<file path="src/rtl/timer_pkg.sv">
// Shared definitions for the timer register bank and its APB-style initiator:
// register addresses, one-hot indices, initiator state encoding, bus idle values.
package timer_pkg;

   // Byte addresses of the timer registers
   localparam int unsigned TDR_ADDR = 0;
   localparam int unsigned TCR_ADDR = 1;
   localparam int unsigned TSR_ADDR = 2;

   // Bit positions of each register in the one-hot select
   localparam int unsigned TDR_INDEX = 0;
   localparam int unsigned TCR_INDEX = 1;
   localparam int unsigned TSR_INDEX = 2;

   // Bus values driven whenever no transfer is in progress
   localparam logic BUS_SEL_IDLE    = 1'b0;
   localparam logic BUS_ENABLE_IDLE = 1'b0;

   // Initiator transfer states
   typedef enum logic [1:0] {
      ST_IDLE   = 2'd0,
      ST_SETUP  = 2'd1,
      ST_ACCESS = 2'd2,
      ST_RESP   = 2'd3
   } apbm_state_e;

endpackage : timer_pkg

</file>
<file path="src/rtl/timer_apb_master_if.sv">
// APB-style bus between the timer initiator and the timer register bank.
interface timer_apb_master_if #(
   parameter int DATA_W   = 8,
   parameter int NUM_REGS = 3
) ();

   logic                apbm_sel;
   logic                apbm_write;
   logic                apbm_enable;
   logic [NUM_REGS-1:0] apbm_selected_reg;
   logic [DATA_W-1:0]   apbm_wdata;
   logic                apbm_ready;
   logic [DATA_W-1:0]   apbm_rdata;

   modport master (
      output apbm_sel,
      output apbm_write,
      output apbm_enable,
      output apbm_selected_reg,
      output apbm_wdata,
      input  apbm_ready,
      input  apbm_rdata
   );

   modport slave (
      input  apbm_sel,
      input  apbm_write,
      input  apbm_enable,
      input  apbm_selected_reg,
      input  apbm_wdata,
      output apbm_ready,
      output apbm_rdata
   );

endinterface : timer_apb_master_if

</file>
<file path="src/rtl/timer_addr_decode.sv">
// Byte address to one-hot timer register select. Out-of-range addresses give
// an all-zero select and addr_valid low. Shared with the slave-side blocks.
module timer_addr_decode #(
   parameter int ADDR_W   = 8,
   parameter int NUM_REGS = 3
) (
   input  logic [ADDR_W-1:0]   addr,
   output logic [NUM_REGS-1:0] onehot,
   output logic                addr_valid
);

   logic [NUM_REGS-1:0] onehot_s;

   // One select bit per register; at most one can match a given address
   always_comb begin
      onehot_s = '0;
      for (int i = 0; i < NUM_REGS; i++) begin
         onehot_s[i] = (addr == ADDR_W'(i));
      end
   end

   assign onehot     = onehot_s;
   assign addr_valid = |onehot_s;

endmodule : timer_addr_decode

</file>
<file path="src/rtl/timer_apb_master_checker.sv">
// Protocol invariants of the initiator bus side.
module timer_apb_master_checker #(
   parameter int NUM_REGS = 3
) (
   input logic                apbm_clk,
   input logic                apbm_reset_n,
   input logic                sel,
   input logic                enable,
   input logic [NUM_REGS-1:0] selected_reg,
   input logic                rsp_valid
);

   // Access phase is only legal inside a selected transfer
   a_enable_needs_sel: assert property (@(posedge apbm_clk) disable iff (!apbm_reset_n)
      enable |-> sel);

   // Register select is one-hot during a transfer and clear otherwise
   a_sel_onehot: assert property (@(posedge apbm_clk) disable iff (!apbm_reset_n)
      sel |-> $onehot(selected_reg));
   a_idle_no_select: assert property (@(posedge apbm_clk) disable iff (!apbm_reset_n)
      !sel |-> (selected_reg == '0));

   // A response never overlaps bus activity
   a_rsp_not_on_bus: assert property (@(posedge apbm_clk) disable iff (!apbm_reset_n)
      rsp_valid |-> !sel);

endmodule : timer_apb_master_checker

</file>
<file path="src/rtl/timer_apb_master.sv">
// Single-command APB-style initiator for the timer register bank.
// IDLE accepts a command, SETUP drives select for one cycle, ACCESS waits for
// ready (bounded by TIMEOUT wait states), RESP pulses the response for a cycle.
module timer_apb_master
   import timer_pkg::*;
#(
   parameter int DATA_W   = 8,
   parameter int ADDR_W   = 8,
   parameter int NUM_REGS = 3,
   parameter int TIMEOUT  = 15
) (
   input  logic              apbm_clk,
   input  logic              apbm_reset_n,
   input  logic              cmd_valid,
   output logic              cmd_ready,
   input  logic              cmd_write,
   input  logic [ADDR_W-1:0] cmd_addr,
   input  logic [DATA_W-1:0] cmd_wdata,
   output logic              rsp_valid,
   output logic [DATA_W-1:0] rsp_rdata,
   output logic              rsp_err,
   timer_apb_master_if.master apbm
);

   localparam int CNT_W = $clog2(TIMEOUT + 1);

   apbm_state_e         state_r;
   logic [CNT_W-1:0]    wait_cnt_r;
   logic                sel_r;
   logic                enable_r;
   logic                write_r;
   logic [NUM_REGS-1:0] selected_reg_r;
   logic [DATA_W-1:0]   wdata_r;
   logic                rsp_valid_r;
   logic [DATA_W-1:0]   rsp_rdata_r;
   logic                rsp_err_r;

   logic [NUM_REGS-1:0] dec_onehot_s;
   logic                dec_valid_s;

   timer_addr_decode #(
      .ADDR_W   (ADDR_W),
      .NUM_REGS (NUM_REGS)
   ) u_addr_decode (
      .addr       (cmd_addr),
      .onehot     (dec_onehot_s),
      .addr_valid (dec_valid_s)
   );

   // Transfer sequencer; every bus and response output is a register here so
   // slave ready never reaches the bus combinationally
   always_ff @(posedge apbm_clk or negedge apbm_reset_n) begin
      if (!apbm_reset_n) begin
         state_r        <= ST_IDLE;
         wait_cnt_r     <= '0;
         sel_r          <= 1'b0;
         enable_r       <= 1'b0;
         write_r        <= 1'b0;
         selected_reg_r <= '0;
         wdata_r        <= '0;
         rsp_valid_r    <= 1'b0;
         rsp_rdata_r    <= '0;
         rsp_err_r      <= 1'b0;
      end else begin
         case (state_r)
            ST_IDLE: begin
               rsp_valid_r <= 1'b0;
               if (cmd_valid) begin
                  if (dec_valid_s) begin
                     // Bus signals go live at the start of SETUP
                     state_r        <= ST_SETUP;
                     sel_r          <= 1'b1;
                     enable_r       <= 1'b0;
                     write_r        <= cmd_write;
                     wdata_r        <= cmd_wdata;
                     selected_reg_r <= dec_onehot_s;
                  end else begin
                     // Unmapped address: answer at once, bus untouched
                     state_r     <= ST_RESP;
                     rsp_valid_r <= 1'b1;
                     rsp_err_r   <= 1'b1;
                     rsp_rdata_r <= '0;
                  end
               end else begin
                  state_r <= ST_IDLE;
               end
            end
            ST_SETUP: begin
               state_r    <= ST_ACCESS;
               enable_r   <= 1'b1;
               wait_cnt_r <= '0;
            end
            ST_ACCESS: begin
               if (apbm.apbm_ready) begin
                  // Ready wins even on the last tolerated wait state
                  state_r        <= ST_RESP;
                  sel_r          <= BUS_SEL_IDLE;
                  enable_r       <= BUS_ENABLE_IDLE;
                  selected_reg_r <= '0;
                  rsp_valid_r    <= 1'b1;
                  rsp_err_r      <= 1'b0;
                  rsp_rdata_r    <= write_r ? '0 : apbm.apbm_rdata;
               end else if (wait_cnt_r == CNT_W'(TIMEOUT)) begin
                  state_r        <= ST_RESP;
                  sel_r          <= BUS_SEL_IDLE;
                  enable_r       <= BUS_ENABLE_IDLE;
                  selected_reg_r <= '0;
                  rsp_valid_r    <= 1'b1;
                  rsp_err_r      <= 1'b1;
                  rsp_rdata_r    <= '0;
               end else begin
                  wait_cnt_r <= wait_cnt_r + CNT_W'(1);
               end
            end
            ST_RESP: begin
               state_r     <= ST_IDLE;
               rsp_valid_r <= 1'b0;
            end
            default: begin
               state_r        <= ST_IDLE;
               sel_r          <= BUS_SEL_IDLE;
               enable_r       <= BUS_ENABLE_IDLE;
               selected_reg_r <= '0;
               rsp_valid_r    <= 1'b0;
            end
         endcase
      end
   end

   // Ready is decoded from state but forced low while reset is held
   assign cmd_ready = (state_r == ST_IDLE) && apbm_reset_n;

   assign rsp_valid = rsp_valid_r;
   assign rsp_rdata = rsp_rdata_r;
   assign rsp_err   = rsp_err_r;

   assign apbm.apbm_sel          = sel_r;
   assign apbm.apbm_write        = write_r;
   assign apbm.apbm_enable       = enable_r;
   assign apbm.apbm_selected_reg = selected_reg_r;
   assign apbm.apbm_wdata        = wdata_r;

   timer_apb_master_checker #(
      .NUM_REGS (NUM_REGS)
   ) u_checker (
      .apbm_clk     (apbm_clk),
      .apbm_reset_n (apbm_reset_n),
      .sel          (sel_r),
      .enable       (enable_r),
      .selected_reg (selected_reg_r),
      .rsp_valid    (rsp_valid_r)
   );

endmodule : timer_apb_master

</file>
<file path="src/flat_wrapper.sv">
// flat-port wrapper written by rule: the top's interface ports become plain ports
module timer_apb_master_flat import timer_pkg::*;
#(
   parameter int DATA_W   = 8,
   parameter int ADDR_W   = 8,
   parameter int NUM_REGS = 3,
   parameter int TIMEOUT  = 15
)
  (apbm_clk, apbm_reset_n, cmd_valid, cmd_ready, cmd_write, cmd_addr, cmd_wdata, rsp_valid, rsp_rdata, rsp_err, apbm_apbm_sel, apbm_apbm_write, apbm_apbm_enable, apbm_apbm_selected_reg, apbm_apbm_wdata, apbm_apbm_ready, apbm_apbm_rdata);
  timer_apb_master_if #(.DATA_W(DATA_W), .NUM_REGS(NUM_REGS)) apbm_i ();
  input  logic apbm_clk;
  input  logic apbm_reset_n;
  input  logic cmd_valid;
  output logic cmd_ready;
  input  logic cmd_write;
  input  logic [ADDR_W-1:0] cmd_addr;
  input  logic [DATA_W-1:0] cmd_wdata;
  output logic rsp_valid;
  output logic [DATA_W-1:0] rsp_rdata;
  output logic rsp_err;
  output wire logic [$bits(apbm_i.apbm_sel)-1:0] apbm_apbm_sel;
  output wire logic [$bits(apbm_i.apbm_write)-1:0] apbm_apbm_write;
  output wire logic [$bits(apbm_i.apbm_enable)-1:0] apbm_apbm_enable;
  output wire logic [$bits(apbm_i.apbm_selected_reg)-1:0] apbm_apbm_selected_reg;
  output wire logic [$bits(apbm_i.apbm_wdata)-1:0] apbm_apbm_wdata;
  input wire logic [$bits(apbm_i.apbm_ready)-1:0] apbm_apbm_ready;
  input wire logic [$bits(apbm_i.apbm_rdata)-1:0] apbm_apbm_rdata;
  assign apbm_apbm_sel = apbm_i.apbm_sel;
  assign apbm_apbm_write = apbm_i.apbm_write;
  assign apbm_apbm_enable = apbm_i.apbm_enable;
  assign apbm_apbm_selected_reg = apbm_i.apbm_selected_reg;
  assign apbm_apbm_wdata = apbm_i.apbm_wdata;
  assign apbm_i.apbm_ready = apbm_apbm_ready;
  assign apbm_i.apbm_rdata = apbm_apbm_rdata;
  timer_apb_master #(.DATA_W(DATA_W), .ADDR_W(ADDR_W), .NUM_REGS(NUM_REGS), .TIMEOUT(TIMEOUT)) u_core (.apbm_clk(apbm_clk), .apbm_reset_n(apbm_reset_n), .cmd_valid(cmd_valid), .cmd_ready(cmd_ready), .cmd_write(cmd_write), .cmd_addr(cmd_addr), .cmd_wdata(cmd_wdata), .rsp_valid(rsp_valid), .rsp_rdata(rsp_rdata), .rsp_err(rsp_err), .apbm(apbm_i));
endmodule
</file>
<file path="config.mk">
export PLATFORM = sky130hd
export DESIGN_NAME = timer_apb_master_flat
export DESIGN_NICKNAME = d
export VERILOG_FILES = /design/src/rtl/timer_pkg.sv /design/src/rtl/timer_apb_master_if.sv /design/src/rtl/timer_addr_decode.sv /design/src/rtl/timer_apb_master_checker.sv /design/src/rtl/timer_apb_master.sv /design/src/flat_wrapper.sv
export SDC_FILE = /design/constraint.sdc
export NUM_CORES = 1
export LEC_CHECK = 0
export BUFFER_PORTS_ARGS = -buffer_cell sky130_fd_sc_hd__buf_2
export CELL_PAD_IN_SITES_DETAIL_PLACEMENT = 1
export CELL_PAD_IN_SITES_GLOBAL_PLACEMENT = 1
export CORE_MARGIN = 2
export CORE_UTILIZATION = 37
export DETAILED_ROUTE_END_ITERATION = 7
export PLACE_DENSITY = 0.77
export RECOVER_POWER = 50
export SKIP_CTS_REPAIR_TIMING = 1
export SYNTH_ARGS = -nofsm -noshare
export SYNTH_HDL_FRONTEND = slang
export SYNTH_SLANG_ARGS = --single-unit
</file>
<file path="constraint.sdc">
create_clock -name apbm_clk -period 2.3 [get_ports apbm_clk]
set_clock_uncertainty 0.2 [all_clocks]
set_input_delay 0.23 -clock apbm_clk [delete_from_list [all_inputs] [get_ports apbm_clk]]
set_output_delay 0.23 -clock apbm_clk [all_outputs]
set_load 0.1 [all_outputs]
</file>
==> impl_metrics.ini <==
[outcome]
outcome = complete, but fails checks
violations = hold timing

[clock_tree]
numCtsBuffers = 5
cts_tree = built
path_clk_slew_ns = 0.06
htreeDepth = 2
root_buffer = clkbuf_8
clkLatencyLatePin_ns = 0.28
cts_buffer_depth = 2
cts.sinks = 30

[routing]
vias = 1289
antenna_left = 0
first_pass_iters = 3
drt-total-wl_mm = 4.078
drc = 0
wl_per_cell_um = 15.51
viasPerCell = 4.901
drtIter0Drc = 49

[floorplan]
start_util_pct = 37.86
die_w_um = 67.52
boundaryPins = 54
core-area_um2 = 3943
die-height_um = 67.52
dieArea_um2 = 4558
rows = 23

[synthesis]
synth-seq-cells = 30
synth.yosys.seq_area_share_pct = 50.29
synth_area_leaders = dfrtp_1 50%, mux2_2 7.5%, mux2i_1 6.0%
synth_flop_cell = dfrtp_1
synth_common_cells = 30 x dfrtp_1, 19 x nand2_1, 16 x inv_1
yosys.area.top_type = dfrtp_1
synthCells = 136
synth.most_common_cell = dfrtp_1
synth_edf_count = 0
yosysUniqueCellTypes = 31
async_flop_share_pct = 100.0
post_synth.cell_area_avg_um2 = 10.98
yosysWarnings = 0
syn_nets = 170
synth_top_area_share_pct = 50.29
synthesis.area_um2 = 1493

[critical_path]
arrival_ns = 1.69
critical_path.endpoint_type = output pin
crit_type = reg -> out
critPathRequiredTime_ns = 1.87
critPathLaunchType = flop
crit_fanout = 7

[timing]
fin_tns_setup_ns = 0
max-slew-margin-rel_pct = 20.62
fmax_ghz = 0.4711
slew_violations = 0
hold_violations = 3
rsz0062_at_grt = false
worst_pin_slew_ns = 1.196
min_period_ns = 2.123
period_share_pct = 92.29
hold_ws_ns = -0.004269
setup_viol = 0
worst_slack_ns = 0.1772

[finish]
antennaDiodeCount = 0
area_delta_synth_final_pct = 36.55
final_layout_size_suffix_gt1_share_pct = 32.86
n_fill_cell = 455
nNetsFinal = 246

[power_and_ir_drop]
swShare_pct = 53.73
combPwrFrac_pct = 58.4
p_per_area_nw_per_um2 = 1424
p_sw_mw = 1.559
intPower_mw = 1.343
vdd_ir_drop_max_v = 0.0008262
seqPwrFrac_pct = 26.6
pwr-share-clk_pct = 15.0
p_leak_nw = 1.056
total_power_mw = 2.902

[hold_path]
hold_path_class = in -> reg

[grt]
grt_antenna_before_repair = 0
grt_overflow = 0
first_global_vias = 1366
grt_max_degree = 31
gr-usage-all-layers_pct = 17.94
grt_pass1_wl_mm = 6.154

[place]
dp_slack_ns = 0.2823
port_buffers = 53
place_congestion = 0.7916
hpwl_mm = 2.864

[job]
maxCapViolations = 0
cell families after synthesis:
| logic type | synth area share (%) |
|---|---|
| AND/OR/NAND/NOR | 13.66 |
| AO/OA/AOI/OAI | 10.39 |
| adder cells (fa/ha/maj) | 4.191 |
| buffers and inverters | 6.287 |
| multiplexers | 14.59 |
| XOR/XNOR | 0.5869 |
| flip-flops | 50.29 |
stage by stage:
step	area [um^2]	util (%)	instances
6_report	2038	51.70	263
5_1_grt	2038	51.70	263
4_1_cts	1916	48.59	249
3_5_place_dp	1824	46.27	241
3_3_place_gp	1824	46.27	241
2_1_floorplan	1493	-	136
layer usage:
layer	up-vias	wire length, um	global-route usage (%)
met5	-	0	0
met4	0	16	3.827
met3	2	236	5.667
met2	40	2194	31.00
met1	630	1630	21.85
li1	617	-	-
critical path: stages, from the launching register on:
cell,delay [ns]
dfrtp_1,0.41
inv_1,0.13
ha_1,0.18
buf_4,0.15
and2_1,0.12
buf_2,0.42
layout make-up:
class,instances,area (um^2),share of cell area (%)
Sequential cell,30,750.7,36.83
Multi-Input combinational cell,87,648.1,31.80
Timing Repair Buffer,72,425.4,20.87
Clock buffer,7,86.33,4.236
Tap cell,50,62.56,3.069
Inverter,16,60.06,2.947
Clock inverter,1,5.005,0.2455
worst paths after layout:
kind                                            from                        end  slack [ns]  cells after the start
setup / recovery                   u_core.state_r[0]                  cmd_ready        0.18                      5
hold / removal                    apbm_apbm_rdata[1]        u_core.rsp_rdata[1]      -0.004                      3
setup reg to reg                   u_core.state_r[0]  u_core.apbm.apbm_wdata[5]        0.29                      6
hold reg to reg            u_core.apbm.apbm_wdata[4]  u_core.apbm.apbm_wdata[4]        0.31                      1
max in group asynchronous               apbm_reset_n       u_core.wait_cnt_r[3]        0.98                      3
min in group asynchronous               apbm_reset_n          u_core.state_r[0]        0.44                      3
power groups by stage:
stage,clock network [mW],logic [mW],registers [mW]
5_1_grt,0.475,1.81,0.792
3_3_place_gp,0,1.65,0.763
2_1_floorplan,0,0.647,1.52
6_report,0.436,1.70,0.771
3_5_place_dp,0,1.70,0.779
4_1_cts,0.448,1.70,0.770
placed cells by master, fill, tap and decap left out, types with 2 or more instances in the layout:
cell type,instances
buf_2,41
dfrtp_1,30
nand2_1,19
inv_1,16
dlygate4sd3_1,14
clkbuf_1,13
mux2_2,10
mux2i_1,9
o21ai_0,7
clkbuf_8,6
a21oi_1,5
ha_1,5
nand3_1,4
nor2_1,4
buf_4,4
a31oi_1,2
a211o_1,2
nor4_1,2
a22o_1,2
Note: power is estimated with default switching activity, not from simulation.
